--- src/rtl/fifo_to_mig_axi_if.sv ---
// AXI4 bundle between the FIFO bridge (master) and the DDR3 controller slave port.
interface fifo_to_mig_axi_if;
    logic [3:0]   awid;
    logic [27:0]  awaddr;
    logic [7:0]   awlen;
    logic [2:0]   awsize;
    logic [1:0]   awburst;
    logic         awlock;
    logic [3:0]   awcache;
    logic [2:0]   awprot;
    logic [3:0]   awqos;
    logic         awvalid;
    logic         awready;

    logic [127:0] wdata;
    logic [15:0]  wstrb;
    logic         wlast;
    logic         wvalid;
    logic         wready;

    logic [3:0]   bid;
    logic [1:0]   bresp;
    logic         bvalid;
    logic         bready;

    logic [3:0]   arid;
    logic [27:0]  araddr;
    logic [7:0]   arlen;
    logic [2:0]   arsize;
    logic [1:0]   arburst;
    logic         arlock;
    logic [3:0]   arcache;
    logic [2:0]   arprot;
    logic [3:0]   arqos;
    logic         arvalid;
    logic         arready;

    logic [3:0]   rid;
    logic [127:0] rdata;
    logic [1:0]   rresp;
    logic         rlast;
    logic         rvalid;
    logic         rready;

    modport master (
        output awid, awaddr, awlen, awsize, awburst, awlock, awcache, awprot, awqos, awvalid,
        input  awready,
        output wdata, wstrb, wlast, wvalid,
        input  wready,
        input  bid, bresp, bvalid,
        output bready,
        output arid, araddr, arlen, arsize, arburst, arlock, arcache, arprot, arqos, arvalid,
        input  arready,
        input  rid, rdata, rresp, rlast, rvalid,
        output rready
    );

    modport slave (
        input  awid, awaddr, awlen, awsize, awburst, awlock, awcache, awprot, awqos, awvalid,
        output awready,
        input  wdata, wstrb, wlast, wvalid,
        output wready,
        output bid, bresp, bvalid,
        input  bready,
        input  arid, araddr, arlen, arsize, arburst, arlock, arcache, arprot, arqos, arvalid,
        output arready,
        output rid, rdata, rresp, rlast, rvalid,
        input  rready
    );
endinterface

--- src/rtl/fifo_to_mig_axi.sv ---
// Drains a write FIFO into DDR3 and refills a read FIFO from DDR3 with fixed-length
// AXI4 bursts over two circular address windows; one burst in flight at a time.
module fifo_to_mig_axi #(
    parameter int unsigned WR_DDR_ADDR_BEGIN = 0,
    parameter int unsigned WR_DDR_ADDR_END   = 2048,
    parameter int unsigned RD_DDR_ADDR_BEGIN = 0,
    parameter int unsigned RD_DDR_ADDR_END   = 2048,
    parameter logic [3:0]  AXI_ID            = 4'b0000,
    parameter logic [7:0]  AXI_LEN           = 8'd31,
    parameter int unsigned RD_FIFO_DEPTH     = 64
) (
    input  logic         ui_clk,
    input  logic         ui_clk_sync_rst,
    input  logic         mmcm_locked,
    input  logic         init_calib_complete,

    input  logic         wr_addr_clr,
    output logic         wr_fifo_rdreq,
    input  logic [127:0] wr_fifo_rddata,
    input  logic         wr_fifo_empty,
    input  logic [8:0]   wr_fifo_rd_cnt,
    input  logic         wr_fifo_rst_busy,

    input  logic         rd_addr_clr,
    output logic         rd_fifo_wrreq,
    output logic [127:0] rd_fifo_wrdata,
    input  logic         rd_fifo_alfull,
    input  logic [8:0]   rd_fifo_wr_cnt,
    input  logic         rd_fifo_rst_busy,

    fifo_to_mig_axi_if.master m_axi
);

    localparam int unsigned BEATS    = int'(AXI_LEN) + 1;
    localparam logic [27:0] STEP     = 28'(BEATS * 16);
    localparam logic [27:0] WR_BEGIN = 28'(WR_DDR_ADDR_BEGIN);
    localparam logic [27:0] RD_BEGIN = 28'(RD_DDR_ADDR_BEGIN);

    typedef enum logic [2:0] {IDLE, WR_ADDR, WR_DATA, WR_RESP, RD_ADDR, RD_DATA} state_t;

    state_t      state, state_next;
    logic        last_wr;
    logic        awvalid_q, arvalid_q;
    logic [27:0] awaddr_q, araddr_q;
    logic [27:0] wr_addr, rd_addr;
    logic [27:0] wr_addr_inc, rd_addr_inc, wr_addr_next, rd_addr_next;
    logic [7:0]  beat_cnt;
    logic        ready, wr_req, rd_req;
    logic        w_fire, wr_done, rd_done;

    assign ready  = mmcm_locked & init_calib_complete;
    assign wr_req = ready && !wr_addr_clr && !wr_fifo_rst_busy &&
                    (32'(wr_fifo_rd_cnt) >= BEATS);
    assign rd_req = ready && !rd_addr_clr && !rd_fifo_rst_busy && !rd_fifo_alfull &&
                    (32'(rd_fifo_wr_cnt) + BEATS <= RD_FIFO_DEPTH);

    assign w_fire  = (state == WR_DATA) && !wr_fifo_empty && m_axi.wready;
    assign wr_done = (state == WR_RESP) && m_axi.bvalid;
    assign rd_done = (state == RD_DATA) && m_axi.rvalid && m_axi.rlast;

    // 28-bit wrap-around sum, then fold back into the window at or past its end
    assign wr_addr_inc  = wr_addr + STEP;
    assign rd_addr_inc  = rd_addr + STEP;
    assign wr_addr_next = (32'(wr_addr_inc) >= WR_DDR_ADDR_END) ? WR_BEGIN : wr_addr_inc;
    assign rd_addr_next = (32'(rd_addr_inc) >= RD_DDR_ADDR_END) ? RD_BEGIN : rd_addr_inc;

    always_ff @(posedge ui_clk or posedge ui_clk_sync_rst) begin
        // NOTE: state elements use non-blocking assignments so every register samples
        // pre-edge values, independent of the order the always blocks are evaluated in.
        if (ui_clk_sync_rst) state <= IDLE;
        else                 state <= state_next;
    end

    always_comb begin
        // NOTE: every output of this block gets a default first, so no path through the
        // case statement leaves a signal unassigned and no latch is inferred.
        state_next     = state;
        m_axi.wvalid   = 1'b0;
        m_axi.wlast    = 1'b0;
        m_axi.bready   = 1'b0;
        m_axi.rready   = 1'b0;
        wr_fifo_rdreq  = 1'b0;
        rd_fifo_wrreq  = 1'b0;
        rd_fifo_wrdata = '0;
        case (state)
            IDLE: begin
                // Round-robin: a pending read wins only if write was served last.
                if (wr_req && (!rd_req || !last_wr)) state_next = WR_ADDR;
                else if (rd_req)                     state_next = RD_ADDR;
            end
            WR_ADDR: if (awvalid_q && m_axi.awready) state_next = WR_DATA;
            WR_DATA: begin
                m_axi.wvalid  = !wr_fifo_empty;
                m_axi.wlast   = (beat_cnt == AXI_LEN);
                wr_fifo_rdreq = w_fire;
                if (w_fire && beat_cnt == AXI_LEN) state_next = WR_RESP;
            end
            WR_RESP: begin
                m_axi.bready = 1'b1;
                if (m_axi.bvalid) state_next = IDLE;
            end
            RD_ADDR: if (arvalid_q && m_axi.arready) state_next = RD_DATA;
            RD_DATA: begin
                m_axi.rready   = 1'b1;
                rd_fifo_wrreq  = m_axi.rvalid;
                rd_fifo_wrdata = m_axi.rdata;
                if (m_axi.rvalid && m_axi.rlast) state_next = IDLE;
            end
            default: state_next = IDLE;
        endcase
    end

    always_ff @(posedge ui_clk or posedge ui_clk_sync_rst) begin
        if (ui_clk_sync_rst) begin
            last_wr   <= 1'b0;
            awvalid_q <= 1'b0;
            arvalid_q <= 1'b0;
            awaddr_q  <= WR_BEGIN;
            araddr_q  <= RD_BEGIN;
            wr_addr   <= WR_BEGIN;
            rd_addr   <= RD_BEGIN;
            beat_cnt  <= '0;
        end else begin
            if (state == IDLE && state_next == WR_ADDR) begin
                last_wr   <= 1'b1;
                awvalid_q <= 1'b1;
                awaddr_q  <= wr_addr;
            end else if (awvalid_q && m_axi.awready) begin
                awvalid_q <= 1'b0;
            end

            if (state == IDLE && state_next == RD_ADDR) begin
                last_wr   <= 1'b0;
                arvalid_q <= 1'b1;
                araddr_q  <= rd_addr;
            end else if (arvalid_q && m_axi.arready) begin
                arvalid_q <= 1'b0;
            end

            if (state == WR_ADDR) beat_cnt <= '0;
            else if (w_fire)      beat_cnt <= beat_cnt + 8'd1;

            // A held clear pins the window start and swallows the end-of-burst step.
            if (wr_addr_clr)  wr_addr <= WR_BEGIN;
            else if (wr_done) wr_addr <= wr_addr_next;

            if (rd_addr_clr)  rd_addr <= RD_BEGIN;
            else if (rd_done) rd_addr <= rd_addr_next;
        end
    end

    assign m_axi.awid    = AXI_ID;
    assign m_axi.awaddr  = awaddr_q;
    assign m_axi.awlen   = AXI_LEN;
    assign m_axi.awsize  = 3'b100;
    assign m_axi.awburst = 2'b01;
    assign m_axi.awlock  = 1'b0;
    assign m_axi.awcache = 4'b0010;
    assign m_axi.awprot  = 3'b000;
    assign m_axi.awqos   = 4'b0000;
    assign m_axi.awvalid = awvalid_q;

    assign m_axi.wdata   = wr_fifo_rddata;
    assign m_axi.wstrb   = 16'hFFFF;

    assign m_axi.arid    = AXI_ID;
    assign m_axi.araddr  = araddr_q;
    assign m_axi.arlen   = AXI_LEN;
    assign m_axi.arsize  = 3'b100;
    assign m_axi.arburst = 2'b01;
    assign m_axi.arlock  = 1'b0;
    assign m_axi.arcache = 4'b0010;
    assign m_axi.arprot  = 3'b000;
    assign m_axi.arqos   = 4'b0000;
    assign m_axi.arvalid = arvalid_q;

endmodule

--- src/flat_wrapper.sv ---
// flat-port wrapper written by rule: the top's interface ports become plain ports
module fifo_to_mig_axi_flat 
#(
    parameter int unsigned WR_DDR_ADDR_BEGIN = 0,
    parameter int unsigned WR_DDR_ADDR_END   = 2048,
    parameter int unsigned RD_DDR_ADDR_BEGIN = 0,
    parameter int unsigned RD_DDR_ADDR_END   = 2048,
    parameter logic [3:0]  AXI_ID            = 4'b0000,
    parameter logic [7:0]  AXI_LEN           = 8'd31,
    parameter int unsigned RD_FIFO_DEPTH     = 64
)
  (ui_clk, ui_clk_sync_rst, mmcm_locked, init_calib_complete, wr_addr_clr, wr_fifo_rdreq, wr_fifo_rddata, wr_fifo_empty, wr_fifo_rd_cnt, wr_fifo_rst_busy, rd_addr_clr, rd_fifo_wrreq, rd_fifo_wrdata, rd_fifo_alfull, rd_fifo_wr_cnt, rd_fifo_rst_busy, m_axi_awid, m_axi_awaddr, m_axi_awlen, m_axi_awsize, m_axi_awburst, m_axi_awlock, m_axi_awcache, m_axi_awprot, m_axi_awqos, m_axi_awvalid, m_axi_awready, m_axi_wdata, m_axi_wstrb, m_axi_wlast, m_axi_wvalid, m_axi_wready, m_axi_bid, m_axi_bresp, m_axi_bvalid, m_axi_bready, m_axi_arid, m_axi_araddr, m_axi_arlen, m_axi_arsize, m_axi_arburst, m_axi_arlock, m_axi_arcache, m_axi_arprot, m_axi_arqos, m_axi_arvalid, m_axi_arready, m_axi_rid, m_axi_rdata, m_axi_rresp, m_axi_rlast, m_axi_rvalid, m_axi_rready);
  fifo_to_mig_axi_if m_axi_i ();
  input  logic ui_clk;
  input  logic ui_clk_sync_rst;
  input  logic mmcm_locked;
  input  logic init_calib_complete;
  input  logic wr_addr_clr;
  output logic wr_fifo_rdreq;
  input  logic [127:0] wr_fifo_rddata;
  input  logic wr_fifo_empty;
  input  logic [8:0] wr_fifo_rd_cnt;
  input  logic wr_fifo_rst_busy;
  input  logic rd_addr_clr;
  output logic rd_fifo_wrreq;
  output logic [127:0] rd_fifo_wrdata;
  input  logic rd_fifo_alfull;
  input  logic [8:0] rd_fifo_wr_cnt;
  input  logic rd_fifo_rst_busy;
  output wire logic [$bits(m_axi_i.awid)-1:0] m_axi_awid;
  output wire logic [$bits(m_axi_i.awaddr)-1:0] m_axi_awaddr;
  output wire logic [$bits(m_axi_i.awlen)-1:0] m_axi_awlen;
  output wire logic [$bits(m_axi_i.awsize)-1:0] m_axi_awsize;
  output wire logic [$bits(m_axi_i.awburst)-1:0] m_axi_awburst;
  output wire logic [$bits(m_axi_i.awlock)-1:0] m_axi_awlock;
  output wire logic [$bits(m_axi_i.awcache)-1:0] m_axi_awcache;
  output wire logic [$bits(m_axi_i.awprot)-1:0] m_axi_awprot;
  output wire logic [$bits(m_axi_i.awqos)-1:0] m_axi_awqos;
  output wire logic [$bits(m_axi_i.awvalid)-1:0] m_axi_awvalid;
  input wire logic [$bits(m_axi_i.awready)-1:0] m_axi_awready;
  output wire logic [$bits(m_axi_i.wdata)-1:0] m_axi_wdata;
  output wire logic [$bits(m_axi_i.wstrb)-1:0] m_axi_wstrb;
  output wire logic [$bits(m_axi_i.wlast)-1:0] m_axi_wlast;
  output wire logic [$bits(m_axi_i.wvalid)-1:0] m_axi_wvalid;
  input wire logic [$bits(m_axi_i.wready)-1:0] m_axi_wready;
  input wire logic [$bits(m_axi_i.bid)-1:0] m_axi_bid;
  input wire logic [$bits(m_axi_i.bresp)-1:0] m_axi_bresp;
  input wire logic [$bits(m_axi_i.bvalid)-1:0] m_axi_bvalid;
  output wire logic [$bits(m_axi_i.bready)-1:0] m_axi_bready;
  output wire logic [$bits(m_axi_i.arid)-1:0] m_axi_arid;
  output wire logic [$bits(m_axi_i.araddr)-1:0] m_axi_araddr;
  output wire logic [$bits(m_axi_i.arlen)-1:0] m_axi_arlen;
  output wire logic [$bits(m_axi_i.arsize)-1:0] m_axi_arsize;
  output wire logic [$bits(m_axi_i.arburst)-1:0] m_axi_arburst;
  output wire logic [$bits(m_axi_i.arlock)-1:0] m_axi_arlock;
  output wire logic [$bits(m_axi_i.arcache)-1:0] m_axi_arcache;
  output wire logic [$bits(m_axi_i.arprot)-1:0] m_axi_arprot;
  output wire logic [$bits(m_axi_i.arqos)-1:0] m_axi_arqos;
  output wire logic [$bits(m_axi_i.arvalid)-1:0] m_axi_arvalid;
  input wire logic [$bits(m_axi_i.arready)-1:0] m_axi_arready;
  input wire logic [$bits(m_axi_i.rid)-1:0] m_axi_rid;
  input wire logic [$bits(m_axi_i.rdata)-1:0] m_axi_rdata;
  input wire logic [$bits(m_axi_i.rresp)-1:0] m_axi_rresp;
  input wire logic [$bits(m_axi_i.rlast)-1:0] m_axi_rlast;
  input wire logic [$bits(m_axi_i.rvalid)-1:0] m_axi_rvalid;
  output wire logic [$bits(m_axi_i.rready)-1:0] m_axi_rready;
  assign m_axi_awid = m_axi_i.awid;
  assign m_axi_awaddr = m_axi_i.awaddr;
  assign m_axi_awlen = m_axi_i.awlen;
  assign m_axi_awsize = m_axi_i.awsize;
  assign m_axi_awburst = m_axi_i.awburst;
  assign m_axi_awlock = m_axi_i.awlock;
  assign m_axi_awcache = m_axi_i.awcache;
  assign m_axi_awprot = m_axi_i.awprot;
  assign m_axi_awqos = m_axi_i.awqos;
  assign m_axi_awvalid = m_axi_i.awvalid;
  assign m_axi_i.awready = m_axi_awready;
  assign m_axi_wdata = m_axi_i.wdata;
  assign m_axi_wstrb = m_axi_i.wstrb;
  assign m_axi_wlast = m_axi_i.wlast;
  assign m_axi_wvalid = m_axi_i.wvalid;
  assign m_axi_i.wready = m_axi_wready;
  assign m_axi_i.bid = m_axi_bid;
  assign m_axi_i.bresp = m_axi_bresp;
  assign m_axi_i.bvalid = m_axi_bvalid;
  assign m_axi_bready = m_axi_i.bready;
  assign m_axi_arid = m_axi_i.arid;
  assign m_axi_araddr = m_axi_i.araddr;
  assign m_axi_arlen = m_axi_i.arlen;
  assign m_axi_arsize = m_axi_i.arsize;
  assign m_axi_arburst = m_axi_i.arburst;
  assign m_axi_arlock = m_axi_i.arlock;
  assign m_axi_arcache = m_axi_i.arcache;
  assign m_axi_arprot = m_axi_i.arprot;
  assign m_axi_arqos = m_axi_i.arqos;
  assign m_axi_arvalid = m_axi_i.arvalid;
  assign m_axi_i.arready = m_axi_arready;
  assign m_axi_i.rid = m_axi_rid;
  assign m_axi_i.rdata = m_axi_rdata;
  assign m_axi_i.rresp = m_axi_rresp;
  assign m_axi_i.rlast = m_axi_rlast;
  assign m_axi_i.rvalid = m_axi_rvalid;
  assign m_axi_rready = m_axi_i.rready;
  fifo_to_mig_axi #(.WR_DDR_ADDR_BEGIN(WR_DDR_ADDR_BEGIN), .WR_DDR_ADDR_END(WR_DDR_ADDR_END), .RD_DDR_ADDR_BEGIN(RD_DDR_ADDR_BEGIN), .RD_DDR_ADDR_END(RD_DDR_ADDR_END), .AXI_ID(AXI_ID), .AXI_LEN(AXI_LEN), .RD_FIFO_DEPTH(RD_FIFO_DEPTH)) u_core (.ui_clk(ui_clk), .ui_clk_sync_rst(ui_clk_sync_rst), .mmcm_locked(mmcm_locked), .init_calib_complete(init_calib_complete), .wr_addr_clr(wr_addr_clr), .wr_fifo_rdreq(wr_fifo_rdreq), .wr_fifo_rddata(wr_fifo_rddata), .wr_fifo_empty(wr_fifo_empty), .wr_fifo_rd_cnt(wr_fifo_rd_cnt), .wr_fifo_rst_busy(wr_fifo_rst_busy), .rd_addr_clr(rd_addr_clr), .rd_fifo_wrreq(rd_fifo_wrreq), .rd_fifo_wrdata(rd_fifo_wrdata), .rd_fifo_alfull(rd_fifo_alfull), .rd_fifo_wr_cnt(rd_fifo_wr_cnt), .rd_fifo_rst_busy(rd_fifo_rst_busy), .m_axi(m_axi_i));
endmodule
--- config.mk ---
export PLATFORM = sky130hd
export DESIGN_NAME = fifo_to_mig_axi_flat
export DESIGN_NICKNAME = d
export VERILOG_FILES = /design/src/rtl/fifo_to_mig_axi_if.sv /design/src/rtl/fifo_to_mig_axi.sv /design/src/flat_wrapper.sv
export SDC_FILE = /design/constraint.sdc
export NUM_CORES = 1
export LEC_CHECK = 0
export ABC_AREA = 1
export BUFFER_PORTS_ARGS = -buffer_cell sky130_fd_sc_hd__buf_4
export CORE_AREA = 4 4 270 272
export DETAILED_ROUTE_END_ITERATION = 8
export DIE_AREA = 0 0 274 276
export GPL_TIMING_DRIVEN = 0
export SETUP_SLACK_MARGIN = 0.3
export SLEW_MARGIN = 20
export SYNTH_ARGS = -nofsm -noshare
export SYNTH_HDL_FRONTEND = slang
export SYNTH_SLANG_ARGS = --single-unit
--- constraint.sdc ---
create_clock -name ui_clk -period 3.5 [get_ports ui_clk]
set_clock_uncertainty 0.05 [all_clocks]
set_input_delay 0.175 -clock ui_clk [delete_from_list [all_inputs] [get_ports ui_clk]]
set_output_delay 0.175 -clock ui_clk [all_outputs]
set_load 0.005 [all_outputs]
Yosys cells after proc, flatten, opt, wreduce, memory -nomap -nowiden
Index checks and enable logic that the tools add are counted.

cells by class
  equal/unequal tests = 8
  divide/modulo/power cells = 0
  shifts and indexed selects = 0
  reductions and logical operators = 35
  $add $sub $neg = 4
  multiplexer cells = 29
  order comparisons = 4
  $mul = 0
  bitwise gates (word level) = 1

operator list
  kind                                                              count
  two-way mux 28 bit                                                6
  two-way mux 128 bit                                               1
  adder 28 x 10 -> 28 bit (second input constant)                   2
  >= comparator 28 x 12 -> 1 bit (second input constant)            2
  less-or-equal comparator 32 x 7 -> 1 bit (second input constant)  1
  two-way mux 3 bit                                                 7
  logical AND 1 bit                                                 19
  case mux 3 bit (6 select lines)                                   1
  two-way mux 8 bit                                                 2
  two-way mux 1 bit                                                 12
  nonzero test 2 bit                                                6
  adder 9 x 6 -> 10 bit (second input constant)                     1
  equality test 3 bit (second input constant)                       3
  >= comparator 9 x 6 -> 1 bit (second input constant)              1
  adder 8 x 1 -> 8 bit (second input constant)                      1
  equality test 8 x 5 -> 1 bit (second input constant)              1
  zero test 1 bit                                                   8
  equality test 3 x 1 -> 1 bit (second input constant)              2
  equality test 3 x 2 -> 1 bit (second input constant)              2
  zero test 3 bit                                                   1
  AND 1 bit                                                         1
  logical OR 1 bit                                                  1

word-level totals
  latch bits = 0
  ROM bits = 0
  input port bits = 302
  memories kept = 0
  word-level logic and storage cells = 90
  flip-flop bits (word level) = 126
  RAM bits = 0

Depth between registers and ports, before layout
  word-level depth = 14
  gate-level depth with buffers = 13
  gate-level depth less buffers = 13

Least setup slack after synthesis
No wires, ideal clock.

  path type = register to register
  start point = register u_core.wr_addr[9]
  end point = register u_core.wr_addr[9]
  period minus slack after synthesis = 1.655 ns
  path slack = 1.845 ns
  cell stages (with the launch flop) = 12
  path buffers = 0
  setup time = 0.065 ns
  arrival time = 1.540 ns
  cell sequence = dfrtp_1 > ha_1 > nand3_1 > nor2_4 > nand3_1 > nand2_1 > nand3_1 > nor2_1 > nand2_1 > nor2_2 > nand3_1 > nand2_1

between the ends
  word-level cells in the longest chain between the ends = 5

RTL lines
  element                         line                    text
  from (decl)                     fifo_to_mig_axi.sv:45   logic [27:0] wr_addr, rd_addr;
  from (signal assigned)          fifo_to_mig_axi.sv:145  else if (wr_done) wr_addr <= wr_addr_next;
  adder 28 x 10 -> 28 bit *       fifo_to_mig_axi.sv:62   assign wr_addr_inc = wr_addr + STEP;
  >= comparator 28 x 12 -> 1 bit  fifo_to_mig_axi.sv:64   assign wr_addr_next = (32'(wr_addr_inc) >= WR_DDR_ADDR_END) ? WR_BEGIN : wr_addr_inc;
  two-way mux 28 bit *            fifo_to_mig_axi.sv:64
  two-way mux 28 bit *            fifo_to_mig_axi.sv:145
  two-way mux 28 bit *            fifo_to_mig_axi.sv:144  if (wr_addr_clr) wr_addr <= WR_BEGIN;

Every way passes the cells marked *; elsewhere a longest branch is shown, timed or not. The select of a mux whose other input is x is not followed.
A chain may end at the register's enable or synchronous reset.

Worst setup path in the final report
  start point = register u_core.state[2]
  end point = output port rd_fifo_wrdata[33]

between the ends
  word-level cells in the longest chain between the ends = 2

RTL lines
  element                 line                   text
  from (decl)             fifo_to_mig_axi.sv:41  state_t state, state_next;
  from (signal assigned)  fifo_to_mig_axi.sv:71  else state <= state_next;
  equality test 3 bit     fifo_to_mig_axi.sv:85  case (state)
  two-way mux 128 bit     fifo_to_mig_axi.sv:85
  to (decl)               flat_wrapper.sv:26     output logic [127:0] rd_fifo_wrdata;

No other way between the ends.

==> key figures <==
Global route
  – Antenna violations before repair: 18
  – Grt total ovfl: 0
  – Overall Global Routing Usage: 0.09543
  – Number of global-route vias before repair: 7605
  – Largest net degree at the start of global routing: 53
  – First-pass GRT wire length: 52.85 mm

Logic synthesis
  – Mapped Cells: around 1100
  – Number of flops mapped to enable cells by yosys: 0
  – Synth Cell Area: between 0.007 and 0.008 mm²
  – Yosys cell types: 35
  – Avg Cell Area, Syn: between 6 and 7 µm²
  – Synth Area in Simple Gates: 0.2743
  – Synth top area share: 0.3105
  – Yosys warns: 0
  – Top-count cell post-synth: buf_4
  – Post-synthesis xor/xnor area fraction: 0.01328
  – Yosys reg bits: 90
  – Post-synthesis mux area share: 0
  – Synth top area cells: dfrtp_1, buf_4, nor2_1, inv_1, nand2_1
  – Post-synthesis async set-or-reset flop share: 1.000
  – Post-Synth Adder-Cell Area: 0.006900
  – Seq/Total Area, Yosys: 0.3105
  – Cell taking the most area after synthesis: dfrtp_1
  – Synth top cells by count: buf_4, nor2_1, inv_1
  – Combinational family with the most area after synthesis: buffers and inverters
  – Top FF cell, synth: dfrtp_1
  – Compound-gate portion of the synthesized area: 0.04433

CTS
  – Htree depth: 3
  – CTS clock-pin slew for the worst setup and hold paths: approximately 0.07 ns
  – Clk sinks: 90
  – Clock tree buffer depth: 2
  – CTS root buf: clkbuf_16
  – CTS tree: done
  – Post CTS Setup Buffer Count: 0
  – Number of buffers created by CTS: 9
  – Cts repair resizes: 0
  – Worst-Skew Late Latency: about 0.36 ns

Placed design
  – IO Port Bufs: around 460
  – Gpl congestion: 0.8577
  – Pre-CTS WS: approximately 1.1 ns
  – Inst Count DP: 2578
  – Detail Placement HPWL: between 30 and 40 mm

STA
  – Worst-Margin Slew: a little under 0.8 ns
  – Worst Slack Setup Final: about 0.8 ns
  – Fmax: 0.3692 GHz
  – Post-route minimum period: 2.708 ns
  – Max-slew violation count: 0
  – Final hold violations: 0
  – Max_slew headroom: 0.4682
  – Final period util: 0.7738
  – Final setup vio count: 0
  – Unrepaired setup endpoints after global routing: no

Final layout
  – Fin cells: ~2600
  – Ratio of cells with drive above 1 in the final layout: 0.4554
  – Total Nets Final: 1948
  – Synthesis-to-finish area growth: 73.87%
  – Final Util: 0.1782

Pwr
  – Lkg Pwr: 0.006989 µW
  – Combinational power share: 0.301
  – Reg power frac: 0.363
  – Int Pwr: around 2100 µW
  – Clock power frac: 0.336
  – Peak VDD IR: about 0.19 mV
  – Pwr/cell area: between 200 and 250 mW/mm²
  – Switch share: 0.3034
  – Sw Pwr: a little over 900 µW

Setup path
  – CP peak stage delay: a little under 0.5 ns
  – CP delay by family, top: buffers and inverters
  – CP max stage cell: clkbuf_1
  – Critical path endpoint category: primary output
  – CP required: roughly 3.3 ns
  – CP max FO: 10
  – Crit start category: flop
  – Critical path buffers and inverters: 5
  – Critical path arrival: around 2.5 ns
  – Worst setup path class: reg2out
  – Critical path, cell by cell: inv_1 > nor3_4 > inv_2 > clkbuf_1 > buf_2 > nor2_1 > buf_4

Drt
  – Detailed Routing Iterations Pass 1: 5
  – Detailed Route Iter0 Violations: 500
  – Post-DRT Antenna Nets: 0
  – Vias: 7903
  – Routed vias/inst: just over 3
  – Routed len/inst: 14.72 µm
  – DR DRC count: 0
  – DRT Wirelength: 38.35 mm

Floorplan
  – Core Area: slightly above 0.07 mm²
  – Die area: about 0.076 mm²
  – Row count: a little under 100
  – # IOs: about 700
  – Die height: between 200 and 300 µm
  – Starting density of the core: 0.1025
  – Die width: approximately 270 µm

Run
  – MaxCap Viol Count: 0

Run status
  – Status: finished, final reports clean

Worst hold path
  – HP Class: in2reg
-- stage by stage --
stage,hold slack (ns),power (µW),TNS [ns],area [µm²]
finish,0.05061,3030,0,12610
CTS,0.03098,3075,0,12590
detailed placement,0.1632,2037,0,12260
global route,0.05303,3204,0,12590
floorplan,0.2214,1585,0,7591
global placement,0.3233,2025,-35.40,12220
-- area by class of cell --
| class | instances | area, µm² |
|---|---|---|
| fill | 8018 | 58140 |
| inverter | 200 | 755.7 |
| multi-input combinational | 635 | 2809 |
| sequential | 90 | 2252 |
| clock buffer | 10 | 229.0 |
| timing repair buffer | 462 | 3496 |
| buffer | 244 | 1785 |
| clock inverter | 6 | 72.57 |
| antenna | 9 | 22.52 |
| tap | 950 | 1189 |
-- cells by family after synthesis --
logic type / count (synthesis)
adders and majority gates: 4
buffers and inverters: 444
and+or+nand+nor: 466
AOI/OAI and AO/OA: 62
xor gates and xnor gates: 11
other: 2
DFF: 90
-- tightest hold or removal path, stage by stage --
cell,delay [ns]
buf_4,0.10
a21oi_2,0.05
nand2_1,0.05
nand2_1,0.04
-- path summary, 6_finish.rpt --
check / startpoint / cells after the start / to / slack, ns
max: u_core.state[2]$_DFF_PP0_ / 7 / rd_fifo_wrdata[33] / 0.79
min: rd_addr_clr / 4 / u_core.rd_addr[9]$_DFFE_PP0P_ / 0.05
max reg2reg: u_core.wr_addr[9]$_DFFE_PP0P_ / 11 / u_core.wr_addr[10]$_DFFE_PP0P_ / 1.51
min reg2reg: u_core.m_axi.araddr[20]$_DFFE_PP0P_ / 2 / u_core.m_axi.araddr[20]$_DFFE_PP0P_ / 0.44
max in group asynchronous: ui_clk_sync_rst / 4 / u_core.m_axi.awaddr[10]$_DFFE_PP0P_ / 2.48
min in group asynchronous: ui_clk_sync_rst / 3 / u_core.m_axi.araddr[26]$_DFFE_PP0P_ / 0.35
-- power by group through the flow --
stage               sequential, µW  clock, µW  combinational, µW
global route                  1100       1090               1010
floorplan                     1110          0                472
CTS                           1100       1050                922
finish                        1100       1020                912
global placement              1120          0                905
detailed placement            1120          0                916
-- flip-flops by register name (all words and copies together), names as in the netlist --
name	flops
u_core.wr_addr	19
u_core.rd_addr	19
u_core.m_axi.awvalid	1
u_core.m_axi.araddr	19
u_core.m_axi.arvalid	1
u_core.last_wr	1
u_core.m_axi.awaddr	19
u_core.beat_cnt	8
u_core.state	3
-- cells in the final DEF (no fill, tap or decap), types with 13 or more instances in the layout --
cell type,instances
inv_1,194
o21ai_1,16
conb_1,92
dfrtp_1,90
nand2_1,168
nor2_1,211
nand4_1,13
o21ai_0,34
nand3_1,34
buf_4,683
buf_2,14
-- what timing repair did --
item	CTS	global route
endpoints found under the setup margin	0	0
hold endpoints to repair	40	0
hold buffers	3	0
-- per-layer routing --
metal / share of wire / routed length [µm] / global-route usage
met5: 0.0024 / 93 / 0
met3: 0.15 / 5581 / 0.06214
met4: 0.0033 / 128 / 0.006467
met1: 0.43 / 16570 / 0.1221
met2: 0.42 / 15980 / 0.1405
Power figures use the tool's default switching activity.
